**config.mk**
```make
export PLATFORM = sky130hd
export DESIGN_NAME = cgra_kernel_scheduler_flat
export DESIGN_NICKNAME = d
export VERILOG_FILES = /design/src/rtl/cgra_kernel_scheduler_if.sv /design/src/rtl/cgra_kernel_scheduler.sv /design/src/flat_wrapper.sv
export SDC_FILE = /design/constraint.sdc
export NUM_CORES = 1
export LEC_CHECK = 0
export ABC_AREA = 1
export CAP_MARGIN = 20
export CORE_ASPECT_RATIO = 0.7
export CORE_UTILIZATION = 53
export CTS_CLUSTER_DIAMETER = 100
export CTS_CLUSTER_SIZE = 16
export DETAILED_ROUTE_END_ITERATION = 8
export PLACE_DENSITY = 0.8
export SLEW_MARGIN = 5
export SYNTH_ARGS = -nofsm -noshare
export SYNTH_HDL_FRONTEND = slang
export SYNTH_SLANG_ARGS = --single-unit
```
**constraint.sdc**
```tcl
create_clock -name clk_i -period 3.8 [get_ports clk_i]
set_input_delay 0.57 -clock clk_i [delete_from_list [all_inputs] [get_ports clk_i]]
set_output_delay 0.57 -clock clk_i [all_outputs]
set_load 0.02 [all_outputs]
```
**src/rtl/cgra_kernel_scheduler_if.sv**
```systemverilog
// cgra_kernel_scheduler_if: request, launch, completion and status signals of the kernel scheduler.
interface cgra_kernel_scheduler_if #(
  parameter int N_COLS = 4,
  parameter int KID_W  = 4,
  parameter int QDEPTH = 4
) ();
  logic                        enable_i;
  logic                        req_valid_i;
  logic                        req_ready_o;
  logic [KID_W-1:0]            req_kid_i;
  logic [$clog2(N_COLS):0]     req_ncols_i;
  logic                        launch_valid_o;
  logic                        launch_ready_i;
  logic [KID_W-1:0]            launch_kid_o;
  logic [N_COLS-1:0]           launch_col_mask_o;
  logic                        done_valid_i;
  logic [N_COLS-1:0]           done_col_mask_i;
  logic                        intr_o;
  logic                        intr_clr_i;
  logic [N_COLS-1:0]           busy_o;
  logic [$clog2(QDEPTH):0]     q_count_o;
  logic                        err_o;
  modport master (
    output enable_i, req_valid_i, req_kid_i, req_ncols_i, launch_ready_i,
           done_valid_i, done_col_mask_i, intr_clr_i,
    input  req_ready_o, launch_valid_o, launch_kid_o, launch_col_mask_o,
           intr_o, busy_o, q_count_o, err_o
  );
  modport slave (
    input  enable_i, req_valid_i, req_kid_i, req_ncols_i, launch_ready_i,
           done_valid_i, done_col_mask_i, intr_clr_i,
    output req_ready_o, launch_valid_o, launch_kid_o, launch_col_mask_o,
           intr_o, busy_o, q_count_o, err_o
  );
endinterface

```
**src/rtl/cgra_kernel_scheduler.sv**
```systemverilog
// cgra_kernel_scheduler: in-order kernel request FIFO allocating lowest-index free CGRA columns.
module cgra_kernel_scheduler #(
  parameter int N_COLS = 4,
  parameter int KID_W  = 4,
  parameter int QDEPTH = 4
) (
  input logic clk_i,
  input logic rst_i,
  cgra_kernel_scheduler_if.slave s
);
  localparam int CW = $clog2(N_COLS) + 1;
  localparam int QW = $clog2(QDEPTH) + 1;
  localparam int PW = $clog2(QDEPTH);
  typedef enum logic {IDLE, LAUNCH} state_t;
  state_t            r_state;
  logic [KID_W-1:0]  r_kid [QDEPTH];
  logic [CW-1:0]     r_nc [QDEPTH];
  logic [PW-1:0]     r_wp, r_rp;
  logic [QW-1:0]     r_cnt;
  logic [N_COLS-1:0] r_busy, r_mask;
  logic [KID_W-1:0]  r_lkid;
  logic              r_intr, r_err;
  logic              w_acc, w_bad, w_push, w_pop;
  logic [CW-1:0]     w_nfree;
  logic [N_COLS-1:0] w_alloc, w_rel;
  // Free columns come from registered busy only; the head request takes the lowest ones.
  always_comb begin
    w_nfree = '0;
    w_alloc = '0;
    for (int i = 0; i < N_COLS; i++)
      if (!r_busy[i]) begin
        w_alloc[i] = w_nfree < r_nc[r_rp];
        w_nfree = w_nfree + CW'(1);
      end
  end
  assign s.req_ready_o = (r_cnt != QW'(QDEPTH)) & ~rst_i;
  assign w_acc  = s.req_valid_i & s.req_ready_o;
  assign w_bad  = (s.req_ncols_i == '0) || (s.req_ncols_i > CW'(N_COLS));
  assign w_push = w_acc & ~w_bad;
  assign w_pop  = (r_state == IDLE) && (r_cnt != '0) && s.enable_i && (w_nfree >= r_nc[r_rp]);
  assign w_rel  = s.done_valid_i ? s.done_col_mask_i : '0;
  always_ff @(posedge clk_i) begin
    if (rst_i) begin
      r_state <= IDLE;
      r_wp    <= '0;
      r_rp    <= '0;
      r_cnt   <= '0;
      r_busy  <= '0;
      r_mask  <= '0;
      r_lkid  <= '0;
      r_intr  <= 1'b0;
      r_err   <= 1'b0;
    end else begin
      if (w_push) begin
        r_kid[r_wp] <= s.req_kid_i;
        r_nc[r_wp]  <= s.req_ncols_i;
        r_wp        <= r_wp + PW'(1);
      end
      if (w_pop) r_rp <= r_rp + PW'(1);
      r_cnt  <= r_cnt + QW'(w_push) - QW'(w_pop);
      r_busy <= (r_busy & ~w_rel) | (w_pop ? w_alloc : '0);
      r_err  <= (w_acc & w_bad) | (|(w_rel & ~r_busy));
      r_intr <= s.done_valid_i | (r_intr & ~s.intr_clr_i);
      if (r_state == IDLE && w_pop) begin
        r_state <= LAUNCH;
        r_lkid  <= r_kid[r_rp];
        r_mask  <= w_alloc;
      end else if (r_state == LAUNCH && s.launch_ready_i) r_state <= IDLE;
    end
  end
  assign s.launch_valid_o    = r_state == LAUNCH;
  assign s.launch_kid_o      = r_lkid;
  assign s.launch_col_mask_o = r_mask;
  assign s.intr_o            = r_intr;
  assign s.busy_o            = r_busy;
  assign s.q_count_o         = r_cnt;
  assign s.err_o             = r_err;
endmodule

```
**src/flat_wrapper.sv**
```systemverilog
// flat-port wrapper written by rule: the top's interface ports become plain ports
module cgra_kernel_scheduler_flat 
#(
  parameter int N_COLS = 4,
  parameter int KID_W  = 4,
  parameter int QDEPTH = 4
)
  (clk_i, rst_i, s_enable_i, s_req_valid_i, s_req_kid_i, s_req_ncols_i, s_launch_ready_i, s_done_valid_i, s_done_col_mask_i, s_intr_clr_i, s_req_ready_o, s_launch_valid_o, s_launch_kid_o, s_launch_col_mask_o, s_intr_o, s_busy_o, s_q_count_o, s_err_o);
  cgra_kernel_scheduler_if #(.N_COLS(N_COLS), .KID_W(KID_W), .QDEPTH(QDEPTH)) s_i ();
  input logic clk_i;
  input logic rst_i;
  input wire logic [$bits(s_i.enable_i)-1:0] s_enable_i;
  input wire logic [$bits(s_i.req_valid_i)-1:0] s_req_valid_i;
  input wire logic [$bits(s_i.req_kid_i)-1:0] s_req_kid_i;
  input wire logic [$bits(s_i.req_ncols_i)-1:0] s_req_ncols_i;
  input wire logic [$bits(s_i.launch_ready_i)-1:0] s_launch_ready_i;
  input wire logic [$bits(s_i.done_valid_i)-1:0] s_done_valid_i;
  input wire logic [$bits(s_i.done_col_mask_i)-1:0] s_done_col_mask_i;
  input wire logic [$bits(s_i.intr_clr_i)-1:0] s_intr_clr_i;
  output wire logic [$bits(s_i.req_ready_o)-1:0] s_req_ready_o;
  output wire logic [$bits(s_i.launch_valid_o)-1:0] s_launch_valid_o;
  output wire logic [$bits(s_i.launch_kid_o)-1:0] s_launch_kid_o;
  output wire logic [$bits(s_i.launch_col_mask_o)-1:0] s_launch_col_mask_o;
  output wire logic [$bits(s_i.intr_o)-1:0] s_intr_o;
  output wire logic [$bits(s_i.busy_o)-1:0] s_busy_o;
  output wire logic [$bits(s_i.q_count_o)-1:0] s_q_count_o;
  output wire logic [$bits(s_i.err_o)-1:0] s_err_o;
  assign s_i.enable_i = s_enable_i;
  assign s_i.req_valid_i = s_req_valid_i;
  assign s_i.req_kid_i = s_req_kid_i;
  assign s_i.req_ncols_i = s_req_ncols_i;
  assign s_i.launch_ready_i = s_launch_ready_i;
  assign s_i.done_valid_i = s_done_valid_i;
  assign s_i.done_col_mask_i = s_done_col_mask_i;
  assign s_i.intr_clr_i = s_intr_clr_i;
  assign s_req_ready_o = s_i.req_ready_o;
  assign s_launch_valid_o = s_i.launch_valid_o;
  assign s_launch_kid_o = s_i.launch_kid_o;
  assign s_launch_col_mask_o = s_i.launch_col_mask_o;
  assign s_intr_o = s_i.intr_o;
  assign s_busy_o = s_i.busy_o;
  assign s_q_count_o = s_i.q_count_o;
  assign s_err_o = s_i.err_o;
  cgra_kernel_scheduler #(.N_COLS(N_COLS), .KID_W(KID_W), .QDEPTH(QDEPTH)) u_core (.clk_i(clk_i), .rst_i(rst_i), .s(s_i));
endmodule
```
* After elaboration in Yosys (flattened, before gate mapping)
Memories as Yosys holds them, arrays and structs flattened. A register that Yosys moved wholly into a read port is not among the register bits.
Index checks and enable logic that the tools add are counted.
** Operators by class
- $add $sub $neg :: 7
- Muxes and demuxes :: 17
- Order comparisons :: 6
- Reduce and logical (&&, ||, !) cells :: 10
- Bitwise operators :: 16
- Eq/ne operators :: 1
** Operator list (count)
- $mux W1 :: 10
- $mux W3 :: 3
- $and A4 B4 Y4 :: 2
- $mux W4 :: 2
- $not A4 Y4 :: 2
- $add A3 B1 Y3 const B :: 2
- $lt A3 B3 Y1 :: 2
- $and A1 B1 Y1 :: 5
- $logic_and A1 B1 Y1 :: 5
- $add A2 B1 Y2 const B :: 2
- $mux W2 :: 2
- $not A1 Y1 :: 4
- $or A4 B4 Y4 :: 1
- $reduce_or A4 Y1 :: 1
- $add A3 B1 Y3 :: 1
- $ge A3 B3 Y1 :: 1
- $gt A3 B3 Y1 const B :: 1
- $logic_not A3 Y1 :: 1
- $lt A1 B3 Y1 :: 1
- $lt A1 B3 Y1 const A :: 1
- $ne A3 B3 Y1 const B :: 1
- $reduce_bool A3 Y1 :: 1
- $sub A3 B1 Y3 :: 1
- $add A1 B1 Y2 const B :: 1
- 3 further kinds :: 4
** Storage, ports and cells
- Bits in writable memories :: 28
- Register bits :: 18
- Input bits :: 18
- Memories :: 2
- Logic and storage cells :: 67
- Output and inout port bits :: 19
** Memory list
- u_core.r_kid :: depth 4, bits a word 4, rd ports 1, clocked after Yosys merged registers in 1, write ports 1, RTL line cgra_kernel_scheduler.sv:16 : logic [KID_W-1:0] r_kid [QDEPTH];
- u_core.r_nc :: depth 4, bits a word 3, rd ports 1, clocked after Yosys merged registers in 1, write ports 1, RTL line cgra_kernel_scheduler.sv:17 : logic [CW-1:0] r_nc [QDEPTH];

* Longest topological paths before layout
Gate-level depths: netlist of run 1.
- Word-level depth :: 11
- Gate-level depth with buffers :: 20
- Gate-level depth less buffers :: 20

* Worst setup path after synthesis of run 1
No wires, ideal clock.
- Path type :: register to register
- Start point :: register u_core.r_busy[0], in the netlist u_core.s.busy_o[0]
- End point :: register u_core.r_cnt[2], in the netlist u_core.s.q_count_o[2]
- Library setup time :: 0.134 ns
- Arrival :: 3.435 ns
- Buffers on the path :: 0
- Cell stages (with the launch flop) :: 21
- Required time :: 3.666 ns
- Clock period less this slack :: 3.569 ns
- Setup slack :: 0.231 ns
- Cell sequence :: dfxtp_1 -> inv_1 -> ha_1 -> xor2_1 -> inv_1 -> ha_1 -> nand2_1 -> xor2_1 -> ha_1 -> a21oi_1 -> nand3_1 -> nand2_1 -> inv_2 -> ha_1 -> inv_1 -> ha_1 -> inv_1 -> fa_1 -> xor2_1 -> o21ai_0 -> a21oi_1
** On the way
- Cells in the longest elaborated chain, start to end :: 10
** RTL lines
- start, declared :: RTL line cgra_kernel_scheduler.sv:20 : logic [N_COLS-1:0] r_busy, r_mask;
- start signal, assigned :: RTL line cgra_kernel_scheduler.sv:61 : r_busy <= (r_busy & ~w_rel) | (w_pop ? w_alloc : '0);
- $mux W1 * :: RTL line cgra_kernel_scheduler.sv:31 : if (!r_busy[i]) begin
- $add A1 B1 Y2 :: RTL line cgra_kernel_scheduler.sv:33 : w_nfree = w_nfree + CW'(1);
- $mux W3 * :: RTL line cgra_kernel_scheduler.sv:31
- $add A3 B1 Y3 :: RTL line cgra_kernel_scheduler.sv:33
- $mux W3 * :: RTL line cgra_kernel_scheduler.sv:31
- $add A3 B1 Y3 :: RTL line cgra_kernel_scheduler.sv:33
- $mux W3 * :: RTL line cgra_kernel_scheduler.sv:31
- $ge A3 B3 Y1 * :: RTL line cgra_kernel_scheduler.sv:40 : assign w_pop = (r_state == IDLE) && (r_cnt != '0) && s.enable_i && (w_nfree >= r_nc[r_rp]);
- $logic_and A1 B1 Y1 * :: RTL line cgra_kernel_scheduler.sv:40
- named net u_core.w_pop :: RTL line cgra_kernel_scheduler.sv:23 : logic w_acc, w_bad, w_push, w_pop;
- $sub A3 B1 Y3 * :: RTL line cgra_kernel_scheduler.sv:60 : r_cnt <= r_cnt + QW'(w_push) - QW'(w_pop);
- end signal, assigned :: RTL line cgra_kernel_scheduler.sv:60
- end, declared :: RTL line cgra_kernel_scheduler.sv:19 : logic [QW-1:0] r_cnt;
Mark *: on every way through the listed nets, which the timed path passes. The rest lies on a longest branch.
A chain may end at the register's enable or synchronous reset.

* Worst setup path after layout of run 1
- Start point :: register u_core.r_busy[1], in the netlist u_core.s.busy_o[1]
- End point :: register u_core.r_cnt[2], in the netlist u_core.s.q_count_o[2]
** On the way
- Cells in the longest elaborated chain, start to end :: 8
** RTL lines (RTL line)
- $mux W3 * :: cgra_kernel_scheduler.sv:31
- $add A3 B1 Y3 :: cgra_kernel_scheduler.sv:33
- $mux W3 * :: cgra_kernel_scheduler.sv:31
- $add A3 B1 Y3 :: cgra_kernel_scheduler.sv:33
- $mux W3 * :: cgra_kernel_scheduler.sv:31
- $ge A3 B3 Y1 * :: cgra_kernel_scheduler.sv:40
- $logic_and A1 B1 Y1 * :: cgra_kernel_scheduler.sv:40
- named net u_core.w_pop :: cgra_kernel_scheduler.sv:23
- $sub A3 B1 Y3 * :: cgra_kernel_scheduler.sv:60
Marks and branches as above.

==> run_results.csv, run 1 <==
group,metric,value,unit
status,run_status,"finished clean",
setup_path,worstSetupEndpoint,"u_core.s.q_count_o[2]$_SDFF_PP0_",
synth,syn_area,0.00237,sq mm
synth,syn_inst,252,
global_route,antenna_found_initial,0,
setup_path,slowest_stage,"dfxtp_2",
floorplan,die_area,0.00475,sq mm
setup_path,worst-path-max-fanout,9,
synth,avgSynthCellArea,9.42,sq um
layout,final_cell_mix,"nand2_1 (39), clkdlybuf4s50_1 (36), nor2_1 (31), inv_1 (30), edfxtp_1 (28)",
layout,nets,330,
synth,synthesis.nets,286,
setup_path,path_buf_inv,5,
floorplan,core,0.00411,sq mm
power,p_per_area,815,mW/mm^2
timing,hold_slack,0.468,ns
drt,route.vias.total,1822,
timing,worst_slew_pin_slew,0.708,ns
floorplan,num_rows,19,
place,hpwl,3790,um
synth,synth_edf_count,28,
drt,first_pass_iters,4,
clocking,numCtsBuffers,5,
clocking,cts_tree,"done",
setup_path,path_depth,20,
synth,synthFlopType,"edfxtp_1",
setup_path,r2r_setup_slack,0.22,ns
clocking,cts.htree.levels,2,
setup_path,slowest_delay,0.39,ns
clocking,clk_pin_slew,0.10,ns
timing,hold_viol,0,
setup_path,cp_top_family,"adder cells",
setup_path,cp-end-kind,"register",
global_route,grt_pass1_vias,1694,
global_route,grt_overflow_total,0,
setup_path,startpoint,"u_core.s.busy_o[1]$_SDFF_PP0_",
layout,syn2layout_area_growth,23.6,%
clocking,cts-root-buf,"clkbuf_8",
global_route,grt_usage,0.233,
layout,layout.cells.non_filler,349,
drt,drc,0,
min_path,hold_path_depth,2,
layout,diodes,0,
setup_path,r2r-start,"u_core.s.busy_o[1]$_SDFF_PP0_",
floorplan,start_util,0.577,
clocking,clk_latency,0.31,ns
place,port-buffer-count,36,
timing,max_slew_margin,0.526,
layout,layout.cells.most_common,"nand2_1",
timing,fmax,0.279,GHz
synth,synth_seq_area_share,0.557,
power,power,2390,uW
power,cellLeakagePower,0.00117,uW
clocking,postCtsHoldBufs,0,
timing,fin_crit,3.58,ns
place,dp.cells,339,
place,gp_congestion,0.790,
synth,synth_seq_cells,52,
setup_path,reg2reg_to,"u_core.s.q_count_o[2]$_SDFF_PP0_",
setup_path,start_kind,"register",
drt,wl_per_cell,14.3,um
setup_path,worst_ep_arrival_time,3.78,ns
timing,skew,0.00949,ns
floorplan,ioPinCount,37,
flow_run,drv_cap,0,
setup_path,required,4.00,ns
synth,ys_async_sr_fraction,0,
drt,wirelength,4990,um
layout,drive_gt1_frac,0.0943,
clocking,cts_max_path_buffers,2,
power,ir_drop,0.556,mV
clocking,cts_sinks,52,
setup_path,crit_path_cell_trace,"inv_1 > ha_4 > xor2_2 > inv_1 > ha_1 > nand2_1 > xor2_1 > ha_1 > a21oi_1 > nand3_1 > nand2_1 > inv_2 > ha_1 > inv_1 > ha_1 > inv_1 > fa_1 > xor2_1 > o21ai_0 > a21oi_1",
global_route,grt_max_degree,19,
timing,setup_violations,0,
drt,vias_per_cell,5.22,
timing,finalCritPeriodShare,0.942,
setup_path,crit_type,"register to register",
drt,antenna_left,0,
floorplan,die_h,58.0,um
min_path,hold_class,"register to register",
setup_path,worstRegToRegCells,20,
floorplan,die_x,82.0,um
drt,drtIter0Drc,139,
timing,slew_violations,0,
global_route,grt_pass1_wl,7900,um
synth,synth-warning-count,0,
synth,yosysUniqueCellTypes,25,
==> cell type report <==
cell class / count / area [sq um]
Multi-Input combinational cell: 162 / 927
Inverter: 35 / 131
Sequential cell: 52 / 1320
Timing Repair Buffer: 40 / 390
Clock inverter: 3 / 27.5
Clock buffer: 5 / 68.8
Tap cell: 52 / 65.1
Fill cell: 326 / 1180
==> logic make-up (layout without fill, tap and decap cells) <==
group / after synthesis / after routing / share of synthesized area
compound gates: 45 / 45 / 0.0991
xor+xnor: 5 / 5 / 0.0184
fa+ha+maj: 16 / 16 / 0.0875
buf+inv: 38 / 83 / 0.0611
flops: 52 / 52 / 0.557
simple gates: 96 / 96 / 0.177
==> tightest hold or removal path, delay by kind of cell, from the launching register on <==
family | cells | cell delay (ns)
flops | 1 | 0.32
compound gates | 1 | 0.05
simple gates | 1 | 0.06
==> flip-flops by register name, summed over array words and instances, names as in the netlist, 2 cells and up, named ones only <==
name / count
u_core.s.q_count_o: 3
u_core.r_rp: 2
u_core.r_kid: 16
u_core.s.launch_col_mask_o: 4
u_core.s.launch_kid_o: 4
u_core.r_nc: 12
u_core.r_wp: 2
u_core.s.busy_o: 4
==> metrics by stage <==
| stage | worst slack (ns) | TNS, ns | util | cell area (sq um) |
|---|---|---|---|---|
| CTS | 0.0497 | 0 | 0.704 | 2900 |
| global route | -0.00448 | -0.00448 | 0.713 | 2930 |
| finish | 0.220 | 0 | 0.713 | 2930 |
| floorplan | 0.231 | 0 | - | 2370 |
| global placement | 0.277 | 0 | 0.681 | 2800 |
| detailed placement | 0.0821 | 0 | 0.681 | 2800 |
==> power breakdown <==
part	internal, uW	switching [uW]	total, uW
sequential	689	95.8	785
clock	135	197	332
combinational	551	724	1270
==> repair_timing <==
action | 4_1_cts | 5_1_grt
gates resized for setup | 0 | 5
setup buffers | 0 | 2
endpoints found under the setup margin | 0 | 1
==> synth_stat cells, types with 4 or more instances <==
| master | n | share of area |
|---|---|---|
| edfxtp_1 | 28 | 0.35 |
| ha_1 | 15 | 0.079 |
| o22ai_1 | 5 | 0.013 |
| dfxtp_1 | 24 | 0.20 |
| xor2_1 | 5 | 0.018 |
| nor2_1 | 31 | 0.049 |
| a21oi_1 | 19 | 0.040 |
| inv_2 | 4 | 0.0063 |
| nand2_1 | 39 | 0.062 |
| inv_1 | 30 | 0.047 |
| nand3_1 | 13 | 0.027 |
| o21ai_0 | 19 | 0.040 |
==> worst min-delay path by stage <==
stage | from | endpoint
after floorplan | u_core.r_wp[0]$_SDFFE_PP0P_ | u_core.r_wp[0]$_SDFFE_PP0P_
after global placement | u_core.s.launch_col_mask_o[1]$_SDFFE_PP0P_ | u_core.s.launch_col_mask_o[1]$_SDFFE_PP0P_
after detailed placement | u_core.s.launch_col_mask_o[3]$_SDFFE_PP0P_ | u_core.s.launch_col_mask_o[3]$_SDFFE_PP0P_
after CTS | u_core.s.launch_col_mask_o[3]$_SDFFE_PP0P_ | u_core.s.launch_col_mask_o[3]$_SDFFE_PP0P_
after global routing | u_core.s.launch_col_mask_o[3]$_SDFFE_PP0P_ | u_core.s.launch_col_mask_o[3]$_SDFFE_PP0P_
final | u_core.s.intr_o$_SDFF_PP0_ | u_core.s.intr_o$_SDFF_PP0_
==> layer usage <==
| layer | GRT usage | share of wire | vias to the layer above |
|---|---|---|---|
| met1 | 0.340 | 0.50 | 840 |
| met2 | 0.338 | 0.43 | 51 |
| met4 | 0.0802 | 0.015 | 0 |
| met3 | 0.0567 | 0.055 | 9 |
| met5 | 0 | 0 | - |
| li1 | - | - | 922 |
(Power assumes the default switching activity.)
==> inputs of run 2 (changes only) <==
CORE_UTILIZATION = 30   (was 53)
PLACE_DENSITY = 0.51   (was 0.8)
==> run 2 against run 1 <==
Clock skew shrank 0.0032 ns; register-to-register slack gained 0.08 ns; design area grew 4.9%; core utilization shrank 30 points; non-clock buffer count is the same.
==> run_results.csv, run 2 (synthesized netlist as in run 1, its figures left out) <==
group,metric,value,unit
floorplan,core,0.00748,sq mm
clocking,cts_max_path_buffers,2,
setup_path,crit_top_cell,"ha_1",
layout,largest_register,"u_core.r_kid",
floorplan,start_util,0.317,
flow_run,drv_cap,0,
timing,setup_violations,0,
status,run_status,"finished clean",
floorplan,die_h,76.4,um
layout,largest_register_ffs,16,
drt,drc,0,
power,p_per_area,834,mW/mm^2
layout,fin_util,0.411,
global_route,grt_pass1_wl,8600,um
timing,worst_slew_pin_slew,0.792,ns
setup_path,slowest_stage,"dfxtp_2",
setup_path,path_buf_inv,5,
timing,skew,0.00630,ns
setup_path,cp_top_family,"adder cells",
place,port-buffer-count,36,
timing,finalCritPeriodShare,0.920,
drt,route.vias.total,1763,
clocking,clk_pin_slew,0.07,ns
clocking,cts_sinks,52,
layout,reg.largest.list,"u_core.r_kid x16, u_core.r_nc x12",
drt,wirelength,5290,um
place,gp_congestion,0.797,
place,hpwl,3940,um
setup_path,crit_type,"register to register",
setup_path,required,3.98,ns
clocking,post_cts_buffers,0,
layout,nets,330,
place,dp.cells,387,
timing,fmax,0.286,GHz
drt,antenna_left,0,
clocking,numCtsBuffers,5,
clocking,cts-root-buf,"clkbuf_16",
setup_path,crit_path_cell_trace,"inv_1 > ha_1 > xor2_2 > inv_1 > ha_1 > nand2_1 > xor2_1 > ha_1 > a21oi_1 > nand3_1 > nand2_1 > inv_2 > ha_1 > inv_1 > ha_1 > inv_1 > fa_1 > xor2_1 > o21ai_0 > a21oi_1",
global_route,grt_usage,0.139,
timing,rsz0062_at_grt,"false",
layout,diodes,0,
setup_path,worst-path-max-fanout,5,
timing,fin_tns_setup,0,ns
timing,max_slew_margin,0.470,
floorplan,ioPinCount,37,
setup_path,cp-end-kind,"register",
min_path,hold_class,"register to register",
global_route,grt_pass1_vias,1623,
layout,layout.cells.non_filler,395,
clocking,cts_tree,"done",
drt,wl_per_cell,13.4,um
global_route,antenna_found_initial,0,
clocking,clk_latency,0.29,ns
floorplan,num_rows,26,
layout,drive_gt1_frac,0.0909,
layout,layout.cells.most_common,"nand2_1",
layout,final_cell_mix,"nand2_1 (39), clkdlybuf4s50_1 (36), nor2_1 (31), inv_1 (30), edfxtp_1 (28)",
setup_path,start_kind,"register",
global_route,grt_max_degree,18,
drt,drtIter0Drc,86,
global_route,grt_overflow_total,0,
clocking,cts.htree.levels,2,
power,power,2570,uW
layout,syn2layout_area_growth,29.6,%
power,ir_drop,0.368,mV
power,cellLeakagePower,0.00122,uW
timing,fin_crit,3.50,ns
setup_path,worst_ep_arrival_time,3.68,ns
setup_path,slowest_delay,0.36,ns
timing,slew_violations,0,
timing,hold_viol,0,
drt,vias_per_cell,4.46,
floorplan,die_x,108,um
floorplan,die_area,0.00828,sq mm
drt,first_pass_iters,4,
-- run 2: report_power, final --
part | total, uW | internal, uW | switching (uW) | leakage [uW]
clock | 590 | 380 | 210 | 0.0000944
combinational | 1190 | 506 | 688 | 0.000677
sequential | 782 | 689 | 92.9 | 0.000450
-- run 2: stage by stage --
stage | hold slack, ns | instance area (sq um) | setup WS (ns)
floorplan | 0.463 | 2370 | 0.231
global placement | 0.454 | 2870 | 0.294
detailed placement | 0.454 | 2870 | 0.204
CTS | 0.464 | 3070 | 0.185
global route | 0.485 | 3080 | 0.00948
finish | 0.460 | 3080 | 0.303
-- run 2: area by class of cell --
cell class                      count  area [sq um]
Clock inverter                      3          68.8
Clock buffer                        5           125
Fill cell                         763          4410
Sequential cell                    52          1320
Multi-Input combinational cell    162           915
Timing Repair Buffer               40           390
Tap cell                           98           123
Inverter                           35           131
-- run 2: worst reg2reg max path: cells and delay by family, from the launching register on --
family                   cells  cell delay (ns)
AO/OA/AOI/OAI                3             0.35
AND/OR/NAND/NOR              3             0.28
XOR/XNOR                     3             0.54
flip-flops                   1             0.36
adder cells (fa/ha/maj)      6             1.55
buffers and inverters        5             0.32
-- run 2: layer usage --
layer,global-route usage,vias to the layer above,routed length (um)
li1,-,927,-
met1,0.219,795,2960
met2,0.175,34,1990
met3,0.0385,7,269
met4,0.0486,0,64
met5,0,-,0
-- run 2: final timing paths --
kind                                                     from                          endpoint  slack, ns  cells after the start
worst min-delay path               u_core.s.intr_o$_SDFF_PP0_        u_core.s.intr_o$_SDFF_PP0_       0.46                      2
worst max-delay path            u_core.s.busy_o[0]$_SDFF_PP0_  u_core.s.q_count_o[2]$_SDFF_PP0_       0.30                     20
worst max register to register  u_core.s.busy_o[0]$_SDFF_PP0_  u_core.s.q_count_o[2]$_SDFF_PP0_       0.30                     20
worst min register to register     u_core.s.intr_o$_SDFF_PP0_        u_core.s.intr_o$_SDFF_PP0_       0.46                      2
-- run 2: repair_timing --
| item | 4_1_cts | 5_1_grt |
|---|---|---|
| resized for setup | 0 | 3 |
| hold buffers | 0 | 0 |
| setup endpoints to repair | 0 | 1 |
